### src/rtl/word_byte_serializer_pkg.sv
// Shared types and constants for the word-to-byte serializer.
package word_byte_serializer_pkg;

  localparam int unsigned WORD_W = 32;
  localparam int unsigned BYTE_W = 8;
  localparam int unsigned CNT_W  = 2;

  typedef enum logic {
    ST_IDLE = 1'b0,
    ST_SEND = 1'b1
  } state_t;

  // Lane 0 is the most significant byte of the word.
  localparam logic [CNT_W-1:0] LANE_B3 = 2'd0;
  localparam logic [CNT_W-1:0] LANE_B2 = 2'd1;
  localparam logic [CNT_W-1:0] LANE_B1 = 2'd2;
  localparam logic [CNT_W-1:0] LANE_B0 = 2'd3;

  localparam logic [CNT_W-1:0] LEN_MAX = 2'd3;

  typedef struct packed {
    logic [WORD_W-1:0] data;
    logic [CNT_W-1:0]  len;
  } word_beat_t;

  // Map the position within the byte stream onto a physical byte lane.
  function automatic logic [CNT_W-1:0] lane_of(input logic [CNT_W-1:0] idx,
                                               input bit msb_first);
    return msb_first ? idx : CNT_W'(LANE_B0 - idx);
  endfunction

endpackage

### src/rtl/word_byte_serializer_byte_lane_select.sv
// Combinational byte-lane extractor: lane 0 is bits [31:24].
module byte_lane_select
  import word_byte_serializer_pkg::*;
(
  input  logic [WORD_W-1:0] word,
  input  logic [CNT_W-1:0]  lane,
  output logic [BYTE_W-1:0] lane_byte
);

  always_comb begin
    lane_byte = '0;
    unique case (lane)
      LANE_B3: lane_byte = word[31:24];
      LANE_B2: lane_byte = word[23:16];
      LANE_B1: lane_byte = word[15:8];
      LANE_B0: lane_byte = word[7:0];
      default: lane_byte = '0;
    endcase
  end

endmodule

### src/rtl/word_byte_serializer.sv
// Serializes a 32-bit word into a valid/ready byte stream with zero-bubble
// back-to-back word acceptance on the last byte.
module word_byte_serializer
  import word_byte_serializer_pkg::*;
#(
  parameter bit MSB_FIRST = 1'b1,
  parameter bit FIXED_LEN = 1'b0
) (
  input  logic              clk,
  input  logic              reset_n,
  input  logic              in_valid,
  output logic              in_ready,
  input  logic [WORD_W-1:0] in_data,
  input  logic [CNT_W-1:0]  in_nbytes,
  output logic              out_valid,
  input  logic              out_ready,
  output logic [BYTE_W-1:0] out_data,
  output logic              out_last,
  output logic              busy
);

  state_t            state, state_n;
  word_beat_t        held, held_n;
  logic [CNT_W-1:0]  idx, idx_n;
  logic              out_valid_n, out_last_n;
  logic [BYTE_W-1:0] out_data_n;

  logic              beat, accept;
  logic [WORD_W-1:0] sel_word;
  logic [CNT_W-1:0]  sel_idx, sel_len;
  logic [BYTE_W-1:0] lane_byte;

  assign beat     = out_valid && out_ready;
  assign in_ready = (state == ST_IDLE) || (beat && out_last);
  assign accept   = in_valid && in_ready;
  assign busy     = (state == ST_SEND);

  // Source of the byte loaded next: a fresh word on accept, else the held word.
  always_comb begin
    sel_word = held.data;
    sel_idx  = CNT_W'(idx + 1'b1);
    sel_len  = held.len;
    if (accept) begin
      sel_word = in_data;
      sel_idx  = '0;
      sel_len  = FIXED_LEN ? LEN_MAX : in_nbytes;
    end
  end

  byte_lane_select u_lane_select (
    .word      (sel_word),
    .lane      (lane_of(sel_idx, MSB_FIRST)),
    .lane_byte (lane_byte)
  );

  always_ff @(posedge clk or negedge reset_n) begin
    if (!reset_n) begin
      state     <= ST_IDLE;
      held      <= '0;
      idx       <= '0;
      out_valid <= 1'b0;
      out_data  <= '0;
      out_last  <= 1'b0;
    end else begin
      state     <= state_n;
      held      <= held_n;
      idx       <= idx_n;
      out_valid <= out_valid_n;
      out_data  <= out_data_n;
      out_last  <= out_last_n;
    end
  end

  // Accept has priority: it also covers the last-beat-plus-new-word case.
  always_comb begin
    state_n     = state;
    held_n      = held;
    idx_n       = idx;
    out_valid_n = out_valid;
    out_data_n  = out_data;
    out_last_n  = out_last;
    if (accept) begin
      state_n     = ST_SEND;
      held_n      = '{data: in_data, len: sel_len};
      idx_n       = '0;
      out_valid_n = 1'b1;
      out_data_n  = lane_byte;
      out_last_n  = (sel_idx == sel_len);
    end else if (beat && out_last) begin
      state_n     = ST_IDLE;
      idx_n       = '0;
      out_valid_n = 1'b0;
      out_data_n  = '0;
      out_last_n  = 1'b0;
    end else if (beat) begin
      idx_n      = sel_idx;
      out_data_n = lane_byte;
      out_last_n = (sel_idx == held.len);
    end
  end

endmodule

### config.mk
export PLATFORM = sky130hd
export DESIGN_NAME = word_byte_serializer
export DESIGN_NICKNAME = d
export VERILOG_FILES = /design/src/rtl/word_byte_serializer_pkg.sv /design/src/rtl/word_byte_serializer_byte_lane_select.sv /design/src/rtl/word_byte_serializer.sv
export SDC_FILE = /design/constraint.sdc
export NUM_CORES = 1
export LEC_CHECK = 0
export ABC_CLOCK_PERIOD_IN_PS = 2000
export CORE_MARGIN = 4
export CORE_UTILIZATION = 43
export CTS_CLUSTER_DIAMETER = 200
export CTS_CLUSTER_SIZE = 16
export DETAILED_ROUTE_END_ITERATION = 8
export PLACE_DENSITY = 0.73
export SYNTH_ARGS = -nofsm -noshare
export SYNTH_HDL_FRONTEND = slang
export SYNTH_SLANG_ARGS = --single-unit
export TNS_END_PERCENT = 100
### constraint.sdc
create_clock -name clk -period 2 [get_ports clk]
set_input_delay 0.4 -clock clk [delete_from_list [all_inputs] [get_ports clk]]
set_output_delay 0.4 -clock clk [all_outputs]
set_load 0.01 [all_outputs]
* After elaboration in Yosys (flattened, before gate mapping)
Cells that the tools add are included.
Storage, ports and cells: output and inout port bits 12, input bits 38, logic and storage cells 35, flip-flop bits (word level) 46
Cells by class: multiplexer cells 15, $add $sub $neg 1, eq/ne operators 5, bitwise gates (word level) 1, reduce and logical (&&, ||, !) cells 7
Operator list (number):
- 32-bit two-way mux | 1
- 8-bit one-hot mux with 4 select lines | 1
- 8-bit two-way mux | 3
- 2-bit two-way mux | 5
- 1-bit two-way mux | 5
- 2-bit == test | 2
- 2-bit == test (second input constant) | 2
- 1-bit logical AND | 3
- 3-bit nonzero test | 1
- 2-bit by 1-bit adder with 2-bit output (second input constant) | 1
- 2-bit by 1-bit == test with 1-bit output (second input constant) | 1
- 2-bit logical NOT | 1
- 2-bit nonzero test | 1
- 1-bit logical OR | 1
- 1-bit inverter | 1

* Logic depth before layout (Yosys ltp)
word-level depth 10, gate-level depth with buffers 6, depth with buffers taken out 4

* Hierarchy
From an unflattened synthesis, not the netlist that was laid out.
Unflattened totals: cells, all modules 184, area, all modules 2280.9 um^2
By module, submodules not included:
- word_byte_serializer | area an instance 2084.5 um^2, sequential area each 1151.1 um^2, times used 1, cells each 174
- byte_lane_select | area an instance 196.4 um^2, sequential area each 0.0 um^2, times used 1, cells each 10

* Least setup slack after synthesis
No wires, ideal clock.
path type flip-flop to flip-flop, from register state, in the netlist busy, to register held[0] in the netlist's numbering, arrival time 1.465 ns, setup time 0.125 ns, path slack 0.411 ns, cell stages (with the launch flop) 6, buffers on the path 2, cells stage by stage dfrtp_1 a21bo_1 buf_6 nand2_4 buf_4 mux2_2
On the way: cells in the longest elaborated chain, start to end 5
RTL lines:
- start: declaration | RTL line word_byte_serializer.sv:22 | state_t state, state_n;
- start signal: assignment | RTL line word_byte_serializer.sv:65 | state <= state_n;
- 1-bit logical AND (2 in series)
- 1-bit logical OR * | RTL line word_byte_serializer.sv:34 | assign in_ready = (state == ST_IDLE) || (beat && out_last);
- named net in_ready | RTL line word_byte_serializer.sv:12 | output logic in_ready,
- 1-bit logical AND * | RTL line word_byte_serializer.sv:35 | assign accept = in_valid && in_ready;
- 2-bit two-way mux | RTL line word_byte_serializer.sv:43 | if (accept) begin
- end signal: assignment | RTL line word_byte_serializer.sv:66 | held <= held_n;
- end: declaration | RTL line word_byte_serializer.sv:23 | word_beat_t held, held_n;
Mark *: on every way through the listed nets, which the timed path passes. The rest lies on a longest branch. A chain may end at the register's enable or synchronous reset.

* Worst setup path in the final report
from register out_last, to output port out_last
RTL lines:
- start: declaration | RTL line word_byte_serializer.sv:18 | output logic out_last,
- start signal: assignment | RTL line word_byte_serializer.sv:70 | out_last <= out_last_n;
No word-level cell between the ends.

==> flow_metrics.tcl <==
set metrics [dict create \
    worstSkewPairLatency_ns 0.29 \
    fp.dieArea_um2 6260 \
    count_of_mapped_cells_out_of_synthesis 160 \
    drt-wirelength-per-cell_um 16.6 \
    synth.cell_area_um2 2180 \
    setup_viol 0 \
    critical_path.max_fanout 8 \
    worst_path_max_delay_cell "sky130_fd_sc_hd__clkdlybuf4s50_1" \
    postCtsSetupRepairBufs 0 \
    path_cells "clkdlybuf4s50_1" \
    reg2regPathDepth 5 \
    synthesized_area_fraction_occupied_by_ao_oa_aoi_and_oai_cells 0.0891 \
    dr.pass1.iters 4 \
    tritoncts "built" \
    post_route_cells_drive_above_1_share 0.297 \
    synth_top_family_by_area "multiplexers" \
    synth_fp_nets 198 \
    area.growth.synth_to_final_pct 33.3 \
    min_path_type "in2async" \
    global_route.overflow_total 0 \
    routed_wl_um 4760 \
    cts_htree_levels 2 \
    cp_num_cells 1 \
    finish.net_count 256 \
    setup.worst_path.end "out_last" \
    area.sequential_um2 1150 \
    globalRouteTotalUtil 0.166 \
    synthMuxAreaShare 0.285 \
    coreArea_um2 4820 \
    grt_setup_unrepaired "false" \
    multiInputGateArea_um2 942 \
    io-pin-count 50 \
    synth.distinct_cells 31 \
    grt_start_max_net_pins 26 \
    cp-end-kind "output port" \
    worst_ep_required_time_ns 1.60 \
    fin_clk_skew_ns 0.00407 \
    kind_of_critical_path "reg2out" \
    fin_crit_sh 0.869 \
    synthArstFlopShare 1.00 \
    synth_enable_flop_cells 0 \
    dr_total_vias 1508 \
    detailedPlacementHpwl_um 3650 \
    cts.path.max_buffers 2 \
    reg2reg_to "held[20]" \
    worst_ep_arrival_time_ns 1.34 \
    place.gp.congestion 0.848 \
    worst_r2r_startpoint "out_last" \
    totalPowerFinal_mw 3.94 \
    max_slew.worst_pin.slew_ns 0.833 \
    cell_family_contributing_the_most_delay_on_the_critical_path "buffers and inverters" \
    yosys_most_used_dff "sky130_fd_sc_hd__dfrtp_1" \
    outcome "finished, final reports clean" \
    drv_slew 0 \
    vias_per_cell 5.27 \
    clock.fmax_mhz 576 \
    launching_element_of_the_worst_setup_path "out_last" \
    antenna_left 0 \
    syn_area_per_cell_um2 13.6 \
    die_height_um 79.1 \
    setup_tns_ns 0 \
    worst_relative_slew_slack 0.429 \
    fillCellCount 383 \
    initial_cell_density_of_the_core 0.452 \
    ir_worst_vdd_mv 0.730 \
    portBuffers 49 \
    synth_seq_area_share 0.529 \
    timing.critical_path.slowest_cell_delay_ns 0.58 \
    power.static_leakage_nw 1.30 \
    vias_in_the_first_global_route 1677 \
    wire_length_of_the_first_global_routing_pass_um 8020 \
    synthesis.yosys.warnings 0 \
    timing.reg2reg.setup_slack_ns 0.37 \
    clk_transition_reported_paths_ns 0.08 \
    power_density_nw_per_um2 1360 \
    rows 25 \
    timing.critical_path.buf_inv 1 \
    route.detailed.drc 0 \
    cts_root_buf "sky130_fd_sc_hd__clkbuf_8" \
    antenna_found_initial 0 \
    numClockSinks 46 \
    hold_viol 0 \
    dr.first_iter.drc_count 77 \
    numCtsBuffers 5 \
    antenna_cells 0 \
    floorplan.die.width_um 79.1 \
    post_synthesis_register_bit_count 46 \
    synth_simple_gate_area_share 0.0512 \
    timing.final.crit_period_ns 1.74 \
    synth-xor-area-share 0.00805 \
    timing.critical_path.from_type "flip-flop" \
    drv_cap 0 \
    synth-adder-area-share 0 \
]
-- cell type report --
| class | instances | area share |
|---|---|---|
| inverter | 3 | 0.00388 |
| sequential | 46 | 0.397 |
| clock buffer | 6 | 0.0285 |
| timing repair buffer | 61 | 0.212 |
| clock inverter | 2 | 0.00431 |
| tap | 67 | 0.0289 |
| multi-input combinational | 101 | 0.325 |
-- per-stage QoR --
stage / instance area, µm² / utilization / setup WS [ns] / hold WS [ns] / cells
6_report: 2900 / 0.602 / 0.262 / 0.0793 / 286
5_1_grt: 2900 / 0.602 / 0.179 / 0.102 / 286
4_1_cts: 2900 / 0.601 / 0.0277 / 0.0889 / 286
3_5_place_dp: 2800 / 0.582 / 0.0189 / 0.409 / 278
3_3_place_gp: 2800 / 0.582 / 0.0452 / 0.396 / 278
2_1_floorplan: 2180 / - / 0.411 / 0.104 / 160
-- placed cells by master, fill, tap and decap left out, types with 6 or more instances in the layout --
cell type and count:
sky130_fd_sc_hd__clkdlybuf4s50_1 47, sky130_fd_sc_hd__dfrtp_1 45, sky130_fd_sc_hd__clkbuf_8 6, sky130_fd_sc_hd__mux2i_1 9, sky130_fd_sc_hd__mux4_2 6, sky130_fd_sc_hd__nand2_1 7
sky130_fd_sc_hd__o21ai_0 8, sky130_fd_sc_hd__mux2_2 35, sky130_fd_sc_hd__buf_4 9
-- state kept, by name, indices dropped and copies added (netlist names) --
name	count
busy	1
held	34
idx	2
out_data	8
out_last	1
-- Yosys cell counts, drive strengths merged (3+ instances only) --
cell    number  share of area
nand2        8          0.017
buf          9          0.031
and3         3          0.011
dfrtp       46           0.53
nand2b       3         0.0086
mux2        35           0.18
a21oi        3         0.0069
a21o         3          0.010
a22o         3          0.012
mux4         6          0.062
inv          3         0.0052
mux2i        9          0.041
o21ai        9          0.021
o22ai        3         0.0086
-- per-layer routing --
metal  vias up  global-route usage  routed length (µm)
li1        705                   -                   -
met1       758               0.184                1840
met2        36               0.299                2610
met3         9              0.0397                 224
met4         0              0.0756                  78
met5         -                   0                   0
-- cells by family (layout without fill, tap and decap cells) --
family | Yosys count | count (layout)
mux | 50 | 50
flops | 46 | 46
compound gates | 29 | 29
simple gates | 20 | 20
buf+inv | 13 | 72
xor+xnor | 2 | 2
-- power breakdown --
part           switching, mW  leakage [nW]  internal (mW)
clock network          0.306        0.0472          0.278
logic                  0.661         0.704           1.04
registers              0.270         0.549           1.39
-- worst min-delay path by stage --
stage	startpoint	to	cells after the start
3_3_place_gp	reset_n	held[2]	1
2_1_floorplan	reset_n	busy	0
3_5_place_dp	reset_n	held[2]	1
5_1_grt	reset_n	held[15]	1
6_report	reset_n	held[2]	1
4_1_cts	reset_n	held[2]	1
-- repair_timing --
item / CTS / global route
hold buffers: 0 / 0
endpoints found under the setup margin: 0 / 1
gates resized for setup: 0 / 2
Power figures use the tool's default switching activity.
